[src/rtl/led_matrix_scan_engine.sv]
// Row-sequential scan engine for the bi-colour turn-signal LED matrix.
// Generates STOP / LEFT / RIGHT / STRAIGHT patterns with per-row blanking, scrolling and PWM breathing.
//
// dir      | meaning
// DIR_UP   | breath duty rising toward full scale
// DIR_DOWN | breath duty falling toward zero
module led_matrix_scan_engine #(
  parameter int ROWS       = 8,
  parameter int COLS       = 8,
  parameter int SCAN_DIV   = 1000,
  parameter int BLANK_CYC  = 16,
  parameter int SCROLL_DIV = 2**24,
  parameter int PWM_BITS   = 6,
  parameter int BREATH_DIV = 2**14
) (
  input  logic            clk,
  input  logic            rst_n,
  input  logic            en,
  input  logic [1:0]      mode,
  output logic [ROWS-1:0] row,
  output logic [COLS-1:0] led_r,
  output logic [COLS-1:0] led_g,
  output logic            frame_start
);

  localparam int SLW = (SCAN_DIV > 1) ? $clog2(SCAN_DIV) : 1;
  localparam int RIW = (ROWS > 1) ? $clog2(ROWS) : 1;
  localparam int OFW = $clog2(COLS);
  localparam int SCW = (SCROLL_DIV > 1) ? $clog2(SCROLL_DIV) : 1;
  localparam int BRW = (BREATH_DIV > 1) ? $clog2(BREATH_DIV) : 1;
  localparam int H   = ROWS / 2;

  localparam logic [SLW-1:0]      SLOT_LAST   = SLW'(SCAN_DIV - 1);
  localparam logic [SLW-1:0]      BLANK_END   = SLW'(BLANK_CYC);
  localparam logic [RIW-1:0]      ROW_LAST    = RIW'(ROWS - 1);
  localparam logic [OFW-1:0]      OFF_LAST    = OFW'(COLS - 1);
  localparam logic [SCW-1:0]      SCROLL_LAST = SCW'(SCROLL_DIV - 1);
  localparam logic [BRW-1:0]      BREATH_LAST = BRW'(BREATH_DIV - 1);
  localparam logic [PWM_BITS-1:0] DUTY_MAX    = '1;
  localparam logic [PWM_BITS-1:0] DUTY_ONE    = PWM_BITS'(1);

  typedef enum logic [1:0] {
    M_STRAIGHT = 2'b00,
    M_LEFT     = 2'b01,
    M_RIGHT    = 2'b10,
    M_STOP     = 2'b11
  } mode_e;

  typedef enum logic {DIR_UP = 1'b0, DIR_DOWN = 1'b1} dir_e;

  logic [SLW-1:0]      slot_cnt_q, slot_cnt_d;
  logic [RIW-1:0]      row_idx_q, row_idx_d;
  logic [SCW-1:0]      scroll_cnt_q, scroll_cnt_d;
  logic [OFW-1:0]      offset_q, offset_d;
  logic [PWM_BITS-1:0] pwm_cnt_q, pwm_cnt_d;
  logic [PWM_BITS-1:0] duty_q, duty_d;
  logic [BRW-1:0]      breath_cnt_q, breath_cnt_d;
  dir_e                dir_q, dir_d;
  mode_e               mode_q, mode_d;
  logic [ROWS-1:0]     row_q, row_d;
  logic [COLS-1:0]     led_r_q, led_r_d, led_g_q, led_g_d;
  logic                frame_start_q, frame_start_d;

  mode_e               mode_cur;
  logic                slot_tc, row_last, mode_chg;
  logic [COLS-1:0]     red_pix, grn_pix;
  int                  r_i, off_i;

  assign mode_cur = mode_e'(mode);
  assign slot_tc  = (slot_cnt_q == SLOT_LAST);
  assign row_last = (row_idx_q == ROW_LAST);
  assign mode_chg = (mode_cur != mode_q);

  // Left arrow: diagonal edges converge on column 0, shaft along the two middle rows.
  function automatic logic left_base(input int r, input int c);
    int d;
    d = (r < H) ? (H - 1 - r) : (r - H);
    return ((d <= c) && (c < H)) || ((d == 0) && (c < COLS - 1));
  endfunction

  function automatic logic straight_base(input int r, input int c);
    if (r < H) return (c == H - 1) || (c == H);
    return ((r - H) <= c) && (c <= COLS - 1 - (r - H));
  endfunction

  always_comb begin
    slot_cnt_d    = slot_tc ? '0 : slot_cnt_q + 1'b1;
    row_idx_d     = row_idx_q;
    frame_start_d = slot_tc && row_last;
    pwm_cnt_d     = pwm_cnt_q + 1'b1;
    mode_d        = mode_cur;
    scroll_cnt_d  = scroll_cnt_q;
    offset_d      = offset_q;
    breath_cnt_d  = breath_cnt_q;
    duty_d        = duty_q;
    dir_d         = dir_q;

    if (slot_tc) row_idx_d = row_last ? '0 : row_idx_q + 1'b1;

    // A pending clear always beats a terminal count on the same edge.
    if (mode_chg || !en) begin
      scroll_cnt_d = '0;
      offset_d     = '0;
    end else if (mode_cur == M_LEFT || mode_cur == M_RIGHT) begin
      if (scroll_cnt_q == SCROLL_LAST) begin
        scroll_cnt_d = '0;
        offset_d     = (offset_q == OFF_LAST) ? '0 : offset_q + 1'b1;
      end else begin
        scroll_cnt_d = scroll_cnt_q + 1'b1;
      end
    end

    if (!en || mode_cur != M_STRAIGHT || mode_chg) begin
      breath_cnt_d = '0;
      duty_d       = '0;
      dir_d        = DIR_UP;
    end else if (breath_cnt_q == BREATH_LAST) begin
      breath_cnt_d = '0;
      if (dir_q == DIR_UP) begin
        duty_d = duty_q + 1'b1;
        if (duty_q == DUTY_MAX - 1'b1) dir_d = DIR_DOWN;
      end else begin
        duty_d = duty_q - 1'b1;
        if (duty_q == DUTY_ONE) dir_d = DIR_UP;
      end
    end else begin
      breath_cnt_d = breath_cnt_q + 1'b1;
    end
  end

  always_comb begin
    red_pix = '0;
    grn_pix = '0;
    r_i     = int'(row_idx_q);
    off_i   = int'(offset_q);
    for (int c = 0; c < COLS; c++) begin
      case (mode_cur)
        M_STOP:   red_pix[c] = (c == r_i) || (c == COLS - 1 - r_i);
        M_LEFT:   grn_pix[c] = left_base(r_i, (c + off_i) % COLS);
        M_RIGHT:  grn_pix[c] = left_base(r_i, COLS - 1 - ((c - off_i + COLS) % COLS));
        default:  grn_pix[c] = straight_base(r_i, c) && (pwm_cnt_q < duty_q);
      endcase
    end

    row_d   = ~({{(ROWS-1){1'b0}}, 1'b1} << row_idx_q);
    led_r_d = '0;
    led_g_d = '0;
    if (en && slot_cnt_q >= BLANK_END) begin
      led_r_d = red_pix;
      led_g_d = grn_pix;
    end
  end

  always_ff @(posedge clk or negedge rst_n) begin
    if (!rst_n) begin
      slot_cnt_q    <= '0;
      row_idx_q     <= '0;
      scroll_cnt_q  <= '0;
      offset_q      <= '0;
      pwm_cnt_q     <= '0;
      duty_q        <= '0;
      breath_cnt_q  <= '0;
      dir_q         <= DIR_UP;
      mode_q        <= M_STRAIGHT;
      row_q         <= '1;
      led_r_q       <= '0;
      led_g_q       <= '0;
      frame_start_q <= 1'b0;
    end else begin
      slot_cnt_q    <= slot_cnt_d;
      row_idx_q     <= row_idx_d;
      scroll_cnt_q  <= scroll_cnt_d;
      offset_q      <= offset_d;
      pwm_cnt_q     <= pwm_cnt_d;
      duty_q        <= duty_d;
      breath_cnt_q  <= breath_cnt_d;
      dir_q         <= dir_d;
      mode_q        <= mode_d;
      row_q         <= row_d;
      led_r_q       <= led_r_d;
      led_g_q       <= led_g_d;
      frame_start_q <= frame_start_d;
    end
  end

  assign row         = row_q;
  assign led_r       = led_r_q;
  assign led_g       = led_g_q;
  assign frame_start = frame_start_q;

endmodule

[config.mk]
export PLATFORM = sky130hd
export DESIGN_NAME = led_matrix_scan_engine
export DESIGN_NICKNAME = d
export VERILOG_FILES = /design/src/rtl/led_matrix_scan_engine.sv
export SDC_FILE = /design/constraint.sdc
export NUM_CORES = 1
export LEC_CHECK = 0
export BUFFER_PORTS_ARGS = -buffer_cell sky130_fd_sc_hd__buf_2
export CAP_MARGIN = 10
export CELL_PAD_IN_SITES_DETAIL_PLACEMENT = 0
export CELL_PAD_IN_SITES_GLOBAL_PLACEMENT = 1
export CORE_MARGIN = 1.5
export CORE_UTILIZATION = 40
export CTS_CLUSTER_SIZE = 30
export DETAILED_ROUTE_END_ITERATION = 10
export PLACE_DENSITY = 0.7
export SLEW_MARGIN = 20
export SYNTH_ARGS = -nofsm -noshare
export SYNTH_HDL_FRONTEND = slang
export SYNTH_SLANG_ARGS = --single-unit
[constraint.sdc]
create_clock -name clk -period 7 [get_ports clk]
set_input_delay 0 -clock clk [delete_from_list [all_inputs] [get_ports clk]]
set_output_delay 0 -clock clk [all_outputs]
set_load 0.05 [all_outputs]
==> metrics.md, run 1 <==
| Metric | Value |
|---|---|
| Slowest cell on crit path | `dfrtp_1` |
| Core Rows | `between 40 and 50` |
| Final WL | `11800 um` |
| Synth top area share | `0.387` |
| Die Ht | `~120 um` |
| Hold Path Class | `in -> async` |
| Synth cell count leaders | `82 x dfrtp_1, 61 x nor2_1, 51 x ha_1` |
| Worst Max-Slew Pin Slew | `1.08 ns` |
| Vias in the first global route | `3999` |
| First-pass GRT wire length | `20100 um` |
| Max frequency | `~0.35 GHz` |
| Gate Count Post-Synth | `553` |
| Startpoint class of the critical path | `flop` |
| DIE AREA | `14000 um2` |
| Syn nets | `609` |
| Synthesized area per cell | `9.60 um2` |
| Unrepaired setup endpoints after global routing | `no` |
| # fillers | `1235` |
| Core area | `12800 um2` |
| Synth area leader | `dfrtp_1` |
| Residual DRC | `0` |
| Top_reg_cell synth | `dfrtp_1` |
| Final Critical Period | `about 2.9 ns` |
| EDFF count, synth | `0` |
| Critical Path RT | `7.24 ns` |
| Total track usage | `0.178` |
| Tcrit/Tclk final | `0.410` |
| Post-CTS Hold Buffers | `3` |
| CP bufs+invs | `2` |
| Most used standard cell by instance count after synthesis | `dfrtp_1` |
| Worst-Skew Late Latency | `0.34 ns` |
| First DRT Iteration DRCs | `270` |
| DRT antenna net count | `0` |
| Ranking of synthesized cells by area | `dfrtp_1 39%, ha_1 12%, nor2_1 4.3%, dfstp_2 4.0%, xor2_1 3.8%` |
| 1st-pass router iterations | `5` |
| Worst-path cell chain | `inv_1, ha_1, inv_1, ha_1, nor2b_1, o22ai_1, a31oi_1, or3b_1, o311ai_1` |
| Fin Setup TNS | `0 ns` |
| Cell area after synthesis | `5310 um2` |
| # Max-Cap Violations | `0` |
| Worst rel slew slack | `0.278` |
| Wire length per cell | `15.6 um` |
| DP Wirelength | `8320 um` |
| Delay-heaviest family, CP | `adder cells` |
| Netlist cell types | `59` |
| DR vias | `4049` |
| Arrival @ worst endpoint | `3.11 ns` |
| Post-cts sizing count | `0` |
| CTS H-tree lvls | `3` |
| CP max FO | `13` |
| Port Buffers | `29` |
| CP peak stage delay | `0.59 ns` |
| Root buffer cell | `clkbuf_16` |
| Largest net degree at the start of global routing | `53` |
| Initial antenna violation count | `0` |
| Worst Clk Skew | `0.00704 ns` |
| Final net count | `between 600 and 700` |
| Num CTS Buffers | `9` |
| CTS max path bufs | `2` |
| Final hold slack | `0.164 ns` |
| Synth warn | `0` |
| TritonCTS clock tree | `built` |
| Maximum VDD drop | `0.134 mV` |
| CTS clk-pin slew, worst paths | `0.06 ns` |
| Io pins | `30` |
| Sink Count | `90` |
| Status | `finished clean` |
| Slew Limit Fails | `0` |
| Worst setup path startpoint | `row_idx_q[2]$_DFFE_PN0N_` |
| Starting density of the core | `0.415` |
| Area grow syn2layout | `10.9%` |
| Yosys reg bits | `90` |
| Setup repair bufs after CTS | `0` |
| R2r startpoint | `row_idx_q[2]$_DFFE_PN0N_` |
| Final hold violations | `0` |
| ANT cells | `0` |
| Routability cong. | `0.880` |
| Vias per cell | `around 5.4` |
| GRT overflow | `0` |
| FFs w/ async S/R, synth | `1.00` |
| Crit path kind | `reg -> reg` |
| CP endpoint kind | `flop` |
| Cell Pwr Density | `roughly 180 nW/um2` |
| Tot Pwr | `1.03 mW` |
| Sequential cell area fraction in the yosys report | `0.426` |
| Die width | `118 um` |
| Count of final setup violators | `0` |
| Lkg Pwr | `2.67 nW` |
| Layout cells sized above 1 | `0.105` |
-- cell usage in the layout, fill, tap and decap left out, types with 9 or more instances in the layout --
cell type	Yosys	final
a21oi_1	31	31
and3_1	21	21
nor2_1	61	61
ha_1	51	51
nand2_1	36	36
buf_2	2	28
xor2_1	23	23
clkbuf_16	0	9
o21ai_0	16	16
dfrtp_1	82	82
xnor2_1	18	18
inv_1	35	35
nand3_1	29	29
o21ai_1	10	10
-- layout make-up --
class | instances | area [um2] | area share
Timing Repair Buffer | 33 | 185 | 0.0315
Sequential cell | 90 | 2260 | 0.384
Inverter | 35 | 131 | 0.0223
Tap cell | 172 | 215 | 0.0366
Multi-Input combinational cell | 409 | 2810 | 0.477
Clock inverter | 5 | 28.8 | 0.00489
Clock buffer | 11 | 253 | 0.0430
-- cell families after synthesis --
group / Yosys count / synth area share
flip-flops: 90 / 0.426
buffers and inverters: 54 / 0.0443
adder cells (fa/ha/maj): 51 / 0.120
AND/OR/NAND/NOR: 206 / 0.203
XOR/XNOR: 41 / 0.0677
AO/OA/AOI/OAI: 109 / 0.135
multiplexers: 2 / 0.00377
-- per-stage QoR --
step           setup slack (ns)  utilization  cells  area [um2]
2_1_floorplan              4.43            -    553        5310
3_3_place_gp               4.31        0.436    736        5570
3_5_place_dp               4.18        0.436    736        5570
4_1_cts                    4.17        0.461    755        5880
5_1_grt                    3.93        0.461    755        5880
6_report                   4.13        0.461    755        5880
-- routing by layer --
metal | track usage | share of wire | vias up
li1 | - | - | 1990
met1 | 0.248 | 0.50 | 2000
met2 | 0.279 | 0.46 | 48
met3 | 0.0333 | 0.024 | 11
met4 | 0.0625 | 0.017 | 0
met5 | 0 | 0 | -
-- power by group --
part           internal (mW)  switching (mW)
clock network          0.258           0.201
registers              0.523         0.00163
logic                 0.0103          0.0384
total                  0.791           0.241
-- worst reg2reg max path: cells and delay by family (launching register included) --
kind / cells / cell delay, ns
simple gates: 2 / 0.52
flops: 1 / 0.59
fa+ha+maj: 2 / 0.77
buf+inv: 2 / 0.42
compound gates: 3 / 0.47
-- final timing paths --
path	to	slack [ns]	cells after the start
max in group asynchronous	row_idx_q[1]$_DFFE_PN0N_	5.77	3
worst min register to register	pwm_cnt_q[0]$_DFF_PN0_	0.46	1
worst min-delay path	breath_cnt_q[8]$_DFF_PN0_	0.16	2
worst max register to register	led_g[0]$_DFF_PN0_	4.13	9
min in group clk	led_g[3]$_DFF_PN0_	0.28	3
worst max-delay path	led_g[0]$_DFF_PN0_	4.13	9
-- flip-flops by register name, indices dropped and copies added, names as in the netlist, 2 cells and up --
register and flops:
led_r 4, row_idx_q 3, led_g 8, offset_q 3, pwm_cnt_q 6, mode_q 2, slot_cnt_q 10, breath_cnt_q 14
row 8, duty_q 6, scroll_cnt_q 24
Power figures use the tool's default switching activity.
==> inputs of run 2 (changes only) <==
--- a/config.mk
+++ b/config.mk
@@ -5,6 +5,7 @@
 export SDC_FILE = /design/constraint.sdc
 export NUM_CORES = 1
 export LEC_CHECK = 0
+export ABC_AREA = 1
 export BUFFER_PORTS_ARGS = -buffer_cell sky130_fd_sc_hd__buf_2
 export CAP_MARGIN = 10
 export CELL_PAD_IN_SITES_DETAIL_PLACEMENT = 0
@@ -13,7 +14,7 @@
 export CORE_UTILIZATION = 40
 export CTS_CLUSTER_SIZE = 30
 export DETAILED_ROUTE_END_ITERATION = 10
-export PLACE_DENSITY = 0.7
+export PLACE_DENSITY = 0.72
 export SLEW_MARGIN = 20
 export SYNTH_ARGS = -nofsm -noshare
 export SYNTH_HDL_FRONTEND = slang
==> constraint.sdc (replaced) <==
create_clock -name clk -period 2.89 [get_ports clk]
set_input_delay 0 -clock clk [delete_from_list [all_inputs] [get_ports clk]]
set_output_delay 0 -clock clk [all_outputs]
set_load 0.05 [all_outputs]
==> metrics.md, run 2 <==
| Metric | Value |
|---|---|
| Status | `finished clean` |
| Commonest cells after routing, fill and taps aside | `184 x nand2_1, 88 x inv_1, 82 x dfrtp_1` |
| R2r startpoint | `row_idx_q[1]$_DFFE_PN0N_` |
| Yosys reg bits | `90` |
| CP endpoint kind | `flop` |
| Logic pwr share | `0.084` |
| Worst rel slew slack | `0.508` |
| Routability cong. | `just under 0.9` |
| Lkg Pwr | `~3.1 nW` |
| CP peak stage delay | `around 0.42 ns` |
| Worst Max-Slew Pin Slew | `0.738 ns` |
| Tcrit/Tclk final | `0.831` |
| Area grow syn2layout | `11.2%` |
| Maximum VDD drop | `0.309 mV` |
| Internal power | `2.12 mW` |
| Root buffer cell | `clkbuf_16` |
| Hold Path Class | `in -> reg` |
| Count of final setup violators | `0` |
| Cell area after synthesis | `around 5800 um2` |
| Sequential power share | `0.454` |
| Largest net degree at the start of global routing | `55` |
| Crit path kind | `reg -> reg` |
| Final net count | `between 800 and 900` |
| Largest family of logic cells by synthesized area | `simple AND/OR/NAND/NOR gates` |
| DP Wirelength | `9330 um` |
| CTS max path bufs | `2` |
| 1st-pass router iterations | `4` |
| Core Rows | `43` |
| Die width | `123 um` |
| Most common cell after layout, fill and taps aside | `nand2_1` |
| Final hold slack | `0.223 ns` |
| Switching share of power | `0.255` |
| Clock power frac | `0.462` |
| Unrepaired setup endpoints after global routing | `no` |
| Synth cell count leaders | `184 x nand2_1, 88 x inv_1, 82 x dfrtp_1` |
| Critical Path RT | `3.17 ns` |
| Worst setup path startpoint | `row_idx_q[1]$_DFFE_PN0N_` |
| CP bufs+invs | `2` |
| Post-cts sizing count | `0` |
| Top flop regs | `scroll_cnt_q: 24 flops, breath_cnt_q: 14 flops, slot_cnt_q: 10 flops` |
| Layout cells sized above 1 | `0.139` |
| Post-Route Utilization | `0.460` |
| Biggest register | `scroll_cnt_q` |
| DIE AREA | `15200 um2` |
| Io pins | `30` |
| Num CTS Buffers | `9` |
| CP dominant cell by count | `nand2_1` |
| Most used standard cell by instance count after synthesis | `nand2_1` |
| Sequential cell area fraction in the yosys report | `0.391` |
| Max frequency | `0.417 GHz` |
| Tot Pwr | `2.85 mW` |
| First-pass GRT wire length | `21800 um` |
| Die Ht | `123 um` |
| Hold Crit Start | `en` |
| Arrival @ worst endpoint | `2.68 ns` |
| Netlist cell types | `38` |
| FFs w/ async S/R, synth | `1.00` |
| Max reg flops | `24` |
| Ranking of synthesized cells by area | `dfrtp_1 35%, nand2_1 12%, ha_1 11%, inv_1 5.7%, nand3_1 4.7%` |
| Sink Count | `90` |
| Worst-Skew Late Latency | `0.35 ns` |
| Synthesized area per cell | `7.90 um2` |
| Residual DRC | `0` |
| Simple-gate area share of the yosys netlist | `0.304` |
| Synth area leader | `dfrtp_1` |
| Mux cell area share after synthesis | `0` |
| Cell Pwr Density | `442 nW/um2` |
| Worst Clk Skew | `0.00563 ns` |
| Final hold violations | `0` |
| Vias in the first global route | `4446` |
| Post-synthesis compound-gate area fraction | `0.0728` |
| CTS clk-pin slew, worst paths | `0.07 ns` |
| Final Critical Period | `between 2 and 2.5 ns` |
| Synth top area share | `0.354` |
| CTS H-tree lvls | `3` |
| Port Buffers | `29` |
| GRT overflow | `0` |
| Wire length per cell | `13.2 um` |
| Vias per cell | `4.87` |
| Slowest cell on crit path | `dfrtp_1` |
| DR vias | `roughly 4600` |
| ANT cells | `0` |
| Syn nets | `789` |
| Worst-path cell chain | `inv_1, ha_1, inv_1, ha_1, or2_2, nand2_1, nand2_1, nand2_1, nand3_1, nand3_1, nand2_1, nor2_1` |
| Startpoint class of the critical path | `flop` |
| First DRT Iteration DRCs | `216` |
| DRT antenna net count | `0` |
| Delay-heaviest family, CP | `simple AND/OR/NAND/NOR gates` |
| Xor/xnor share of the synthesized area | `0.0421` |
| Initial antenna violation count | `0` |
| CP max FO | `7` |
| Psw | `726 uW` |
| TritonCTS clock tree | `built` |
| Starting density of the core | `0.414` |
| Synth warn | `0` |
| # Max-Cap Violations | `0` |
| Final WL | `about 13000 um` |
| Top_reg_cell synth | `dfrtp_1` |
| Slew Limit Fails | `0` |
| EDFF count, synth | `0` |
| Total track usage | `0.184` |
| Gate Count Post-Synth | `733` |
| Fin Setup TNS | `0 ns` |
| Synth Area in Adders | `0.110` |
| Core area | `14000 um2` |
-- run 2: cells by family after synthesis --
| logic type | after synthesis |
|---|---|
| and+or+nand+nor | 380 |
| buffers and inverters | 109 |
| DFF | 90 |
| AOI/OAI and AO/OA | 76 |
| adders and majority gates | 51 |
| xor gates and xnor gates | 27 |
-- run 2: path summary, 6_finish.rpt --
kind,end,slack [ns],cells after the start
min reg2reg,breath_cnt_q[0]$_DFF_PN0_,0.47,1
max reg2reg,led_g[2]$_DFF_PN0_,0.49,12
max,led_g[2]$_DFF_PN0_,0.49,12
min,led_g[5]$_DFF_PN0_,0.22,3
min in group asynchronous,slot_cnt_q[2]$_DFF_PN0_,0.24,2
max in group asynchronous,row[6]$_DFF_PN1_,1.80,3
-- run 2: power groups by stage --
stage          Combinational, mW  Sequential, mW  Clock [mW]
2_1_floorplan              0.147            1.33           0
3_3_place_gp               0.238            1.32           0
3_5_place_dp               0.240            1.32           0
4_1_cts                    0.244            1.29        1.36
5_1_grt                    0.276            1.29        1.41
6_report                   0.240            1.29        1.31
-- run 2: through the flow --
stage	std cells	cell area [um2]	setup slack, ns
floorplan	733	5790	0.718
global placement	929	6080	0.611
detailed placement	929	6080	0.508
CTS	948	6440	0.492
global route	948	6440	0.234
finish	948	6440	0.490
-- run 2: worst min-delay path, delay by kind of cell --
family / cells / cell delay (ns)
AO/OA/AOI/OAI: 1 / 0.25
buffers and inverters: 1 / 0.12
AND/OR/NAND/NOR: 1 / 0.16
-- run 2: timing repair --
item,in CTS,in global routing
hold buffers,3,0
endpoints found under the hold margin,54,0
buffers inserted,0,0
-- run 2: routing by layer --
layer,GRT usage,share of wire,vias to the layer above
li1,-,-,2391
met1,0.255,0.49,2145
met2,0.292,0.47,68
met3,0.0323,0.029,11
met4,0.0596,0.013,0
met5,0,0,-
-- run 2: area by class of cell --
type | count | area, um2
well taps | 180 | 225
flip-flops and latches | 90 | 2260
clock buffers | 9 | 225
fillers | 1397 | 7550
clock inverters | 7 | 106
repair buffers | 35 | 200
multi-input cells | 534 | 3060
inverters | 93 | 357
==> inputs of run 3 (changes only) <==
--- a/config.mk
+++ b/config.mk
@@ -14,7 +14,7 @@
 export CORE_UTILIZATION = 40
 export CTS_CLUSTER_SIZE = 30
 export DETAILED_ROUTE_END_ITERATION = 10
-export PLACE_DENSITY = 0.72
+export PLACE_DENSITY = 0.75
 export SLEW_MARGIN = 20
 export SYNTH_ARGS = -nofsm -noshare
 export SYNTH_HDL_FRONTEND = slang
==> constraint.sdc (replaced) <==
create_clock -name clk -period 2.02 [get_ports clk]
set_input_delay 0 -clock clk [delete_from_list [all_inputs] [get_ports clk]]
set_output_delay 0 -clock clk [all_outputs]
set_load 0.05 [all_outputs]
==> metrics.md, run 3 (same netlist as run 2, synthesis figures left out) <==
| Metric | Value |
|---|---|
| Routability cong. | `0.826` |
| Port Buffers | `29` |
| Worst rel slew slack | `0.696` |
| Final WL | `12900 um` |
| Vias in the first global route | `4524` |
| Startpoint class of the critical path | `flop` |
| Maximum VDD drop | `0.515 mV` |
| R2r startpoint | `row_idx_q[2]$_DFFE_PN0N_` |
| Tcrit/Tclk final | `0.980` |
| Die Ht | `123 um` |
| TritonCTS clock tree | `built` |
| Commonest cells after routing, fill and taps aside | `183 x nand2_1, 85 x inv_1, 81 x dfrtp_1` |
| DR vias | `4777` |
| Max frequency | `0.505 GHz` |
| DIE AREA | `roughly 15000 um2` |
| Sink Count | `90` |
| Starting density of the core | `0.414` |
| Num CTS Buffers | `9` |
| Worst Clk Skew | `approximately 0.0050 ns` |
| CTS H-tree lvls | `3` |
| Biggest register | `scroll_cnt_q` |
| DRT antenna net count | `0` |
| CTS clk-pin slew, worst paths | `0.07 ns` |
| Io pins | `30` |
| Count of final setup violators | `0` |
| Cell Pwr Density | `591 nW/um2` |
| 1st-pass router iterations | `5` |
| Worst R2R End | `led_g[2]$_DFF_PN0_` |
| Inst Count DP | `954` |
| Final hold violations | `0` |
| DP Wirelength | `9730 um` |
| CTS max path bufs | `2` |
| Final Critical Period | `1.98 ns` |
| # fillers | `around 1400` |
| Wire length per cell | `between 10 and 15 um` |
| Core Rows | `43` |
| Slew Limit Fails | `0` |
| Root buffer cell | `clkbuf_16` |
| Residual DRC | `0` |
| ANT cells | `0` |
| Post-route insts no fill | `973` |
| Worst setup path startpoint | `row_idx_q[2]$_DFFE_PN0N_` |
| Worst Max-Slew Pin Slew | `0.456 ns` |
| # Max-Cap Violations | `0` |
| Hold Path Class | `in -> async` |
| Fin Setup TNS | `0 ns` |
| Core area | `14000 um2` |
| Status | `finished clean` |
| CP endpoint kind | `flop` |
| Die width | `123 um` |
| Top flop regs | `scroll_cnt_q: 24 flops, breath_cnt_q: 14 flops, slot_cnt_q: 10 flops` |
| Layout cells sized above 1 | `0.184` |
| Worst Setup EP | `led_g[2]$_DFF_PN0_` |
| First-pass GRT wire length | `21800 um` |
| Most common cell after layout, fill and taps aside | `nand2_1` |
| Final net count | `844` |
| Lkg Pwr | `3.21 nW` |
| Worst-Skew Late Latency | `approximately 0.34 ns` |
| CP max FO | `6` |
| Total track usage | `0.184` |
| GRT overflow | `0` |
| Flop-to-flop setup slack | `approximately 0.040 ns` |
| Critical Path RT | `between 2 and 2.5 ns` |
| First DRT Iteration DRCs | `263` |
| R2R depth | `11` |
| Arrival @ worst endpoint | `~2.2 ns` |
| Largest net degree at the start of global routing | `36` |
| Initial antenna violation count | `0` |
| Area grow syn2layout | `16.1%` |
| Max reg flops | `24` |
| Crit path kind | `reg -> reg` |
| Setup repair bufs after CTS | `0` |
| Vias per cell | `4.91` |
## run 3: cell types whose count changed in the layout (fill, tap and decap cells not counted), moves of 2 or more
cell / change
buf_4: +24
ha_1: -6
ha_4: +6
inv_1: -3
inv_2: +3
nand3_1: -3
clkinvlp_4: +2
nand3_2: +2
o21ai_0: -2
o21ai_1: +2
## run 3: worst max-delay path, stage by stage (launching register included)
cell and delay [ns]:
dfrtp_2 0.41, inv_2 0.07, ha_4 0.28, inv_2 0.05
buf_4 0.16, ha_1 0.32, o21ai_0 0.16, nand2_1 0.12
nand3_1 0.11, nand3_1 0.09, nand2_1 0.06, nor2_1 0.04
## run 3: area by class of cell
| cell class | count | area [um2] | share of cell area |
|---|---|---|---|
| clock buffer | 11 | 243 | 0.0361 |
| clock inverter | 5 | 62.6 | 0.00931 |
| timing repair buffer | 60 | 400 | 0.0596 |
| multi-input combinational | 534 | 3170 | 0.472 |
| sequential | 90 | 2260 | 0.337 |
| inverter | 93 | 357 | 0.0530 |
| tap | 180 | 225 | 0.0335 |
## run 3: per-layer routing
layer,global-route usage,up-vias,part of all wire
li1,-,2446,-
met1,0.257,2236,0.49
met2,0.294,88,0.47
met3,0.0420,7,0.036
met4,0.0338,0,0.0070
met5,0,-,0
## run 3: worst min-delay path by stage
stage,slack (ns),depth (start not counted),end,start
after floorplan,-0.30,0,breath_cnt_q[0]$_DFF_PN0_,rst_n
after global routing,0.15,4,led_g[2]$_DFF_PN0_,en
final,0.15,2,slot_cnt_q[3]$_DFF_PN0_,rst_n
after CTS,0.12,4,led_g[2]$_DFF_PN0_,en
after detailed placement,-0.02,1,slot_cnt_q[2]$_DFF_PN0_,rst_n
after global placement,-0.03,1,slot_cnt_q[2]$_DFF_PN0_,rst_n
## run 3: through the flow
step,cell area (um2),hold slack [ns],utilization,total power [mW],setup slack (ns)
global route,6720,0.150,0.481,4.15,-0.0126
floorplan,5790,-0.296,-,2.12,0.00497
detailed placement,6280,-0.0196,0.449,2.25,0.0522
global placement,6280,-0.0286,0.449,2.25,0.0930
finish,6720,0.147,0.481,3.97,0.0401
CTS,6610,0.122,0.473,4.01,0.0428
## run 3: repair_timing
item | 4_1_cts | 5_1_grt
hold buffers | 3 | 0
setup endpoints to repair | 0 | 11
hold endpoints to repair | 60 | 0
resized for setup | 0 | 16
## run 3: power breakdown
group	internal [mW]	switching, mW
Combinational	0.125	0.268
Sequential	1.83	0.0173
Clock	1.00	0.730
Total	2.95	1.02
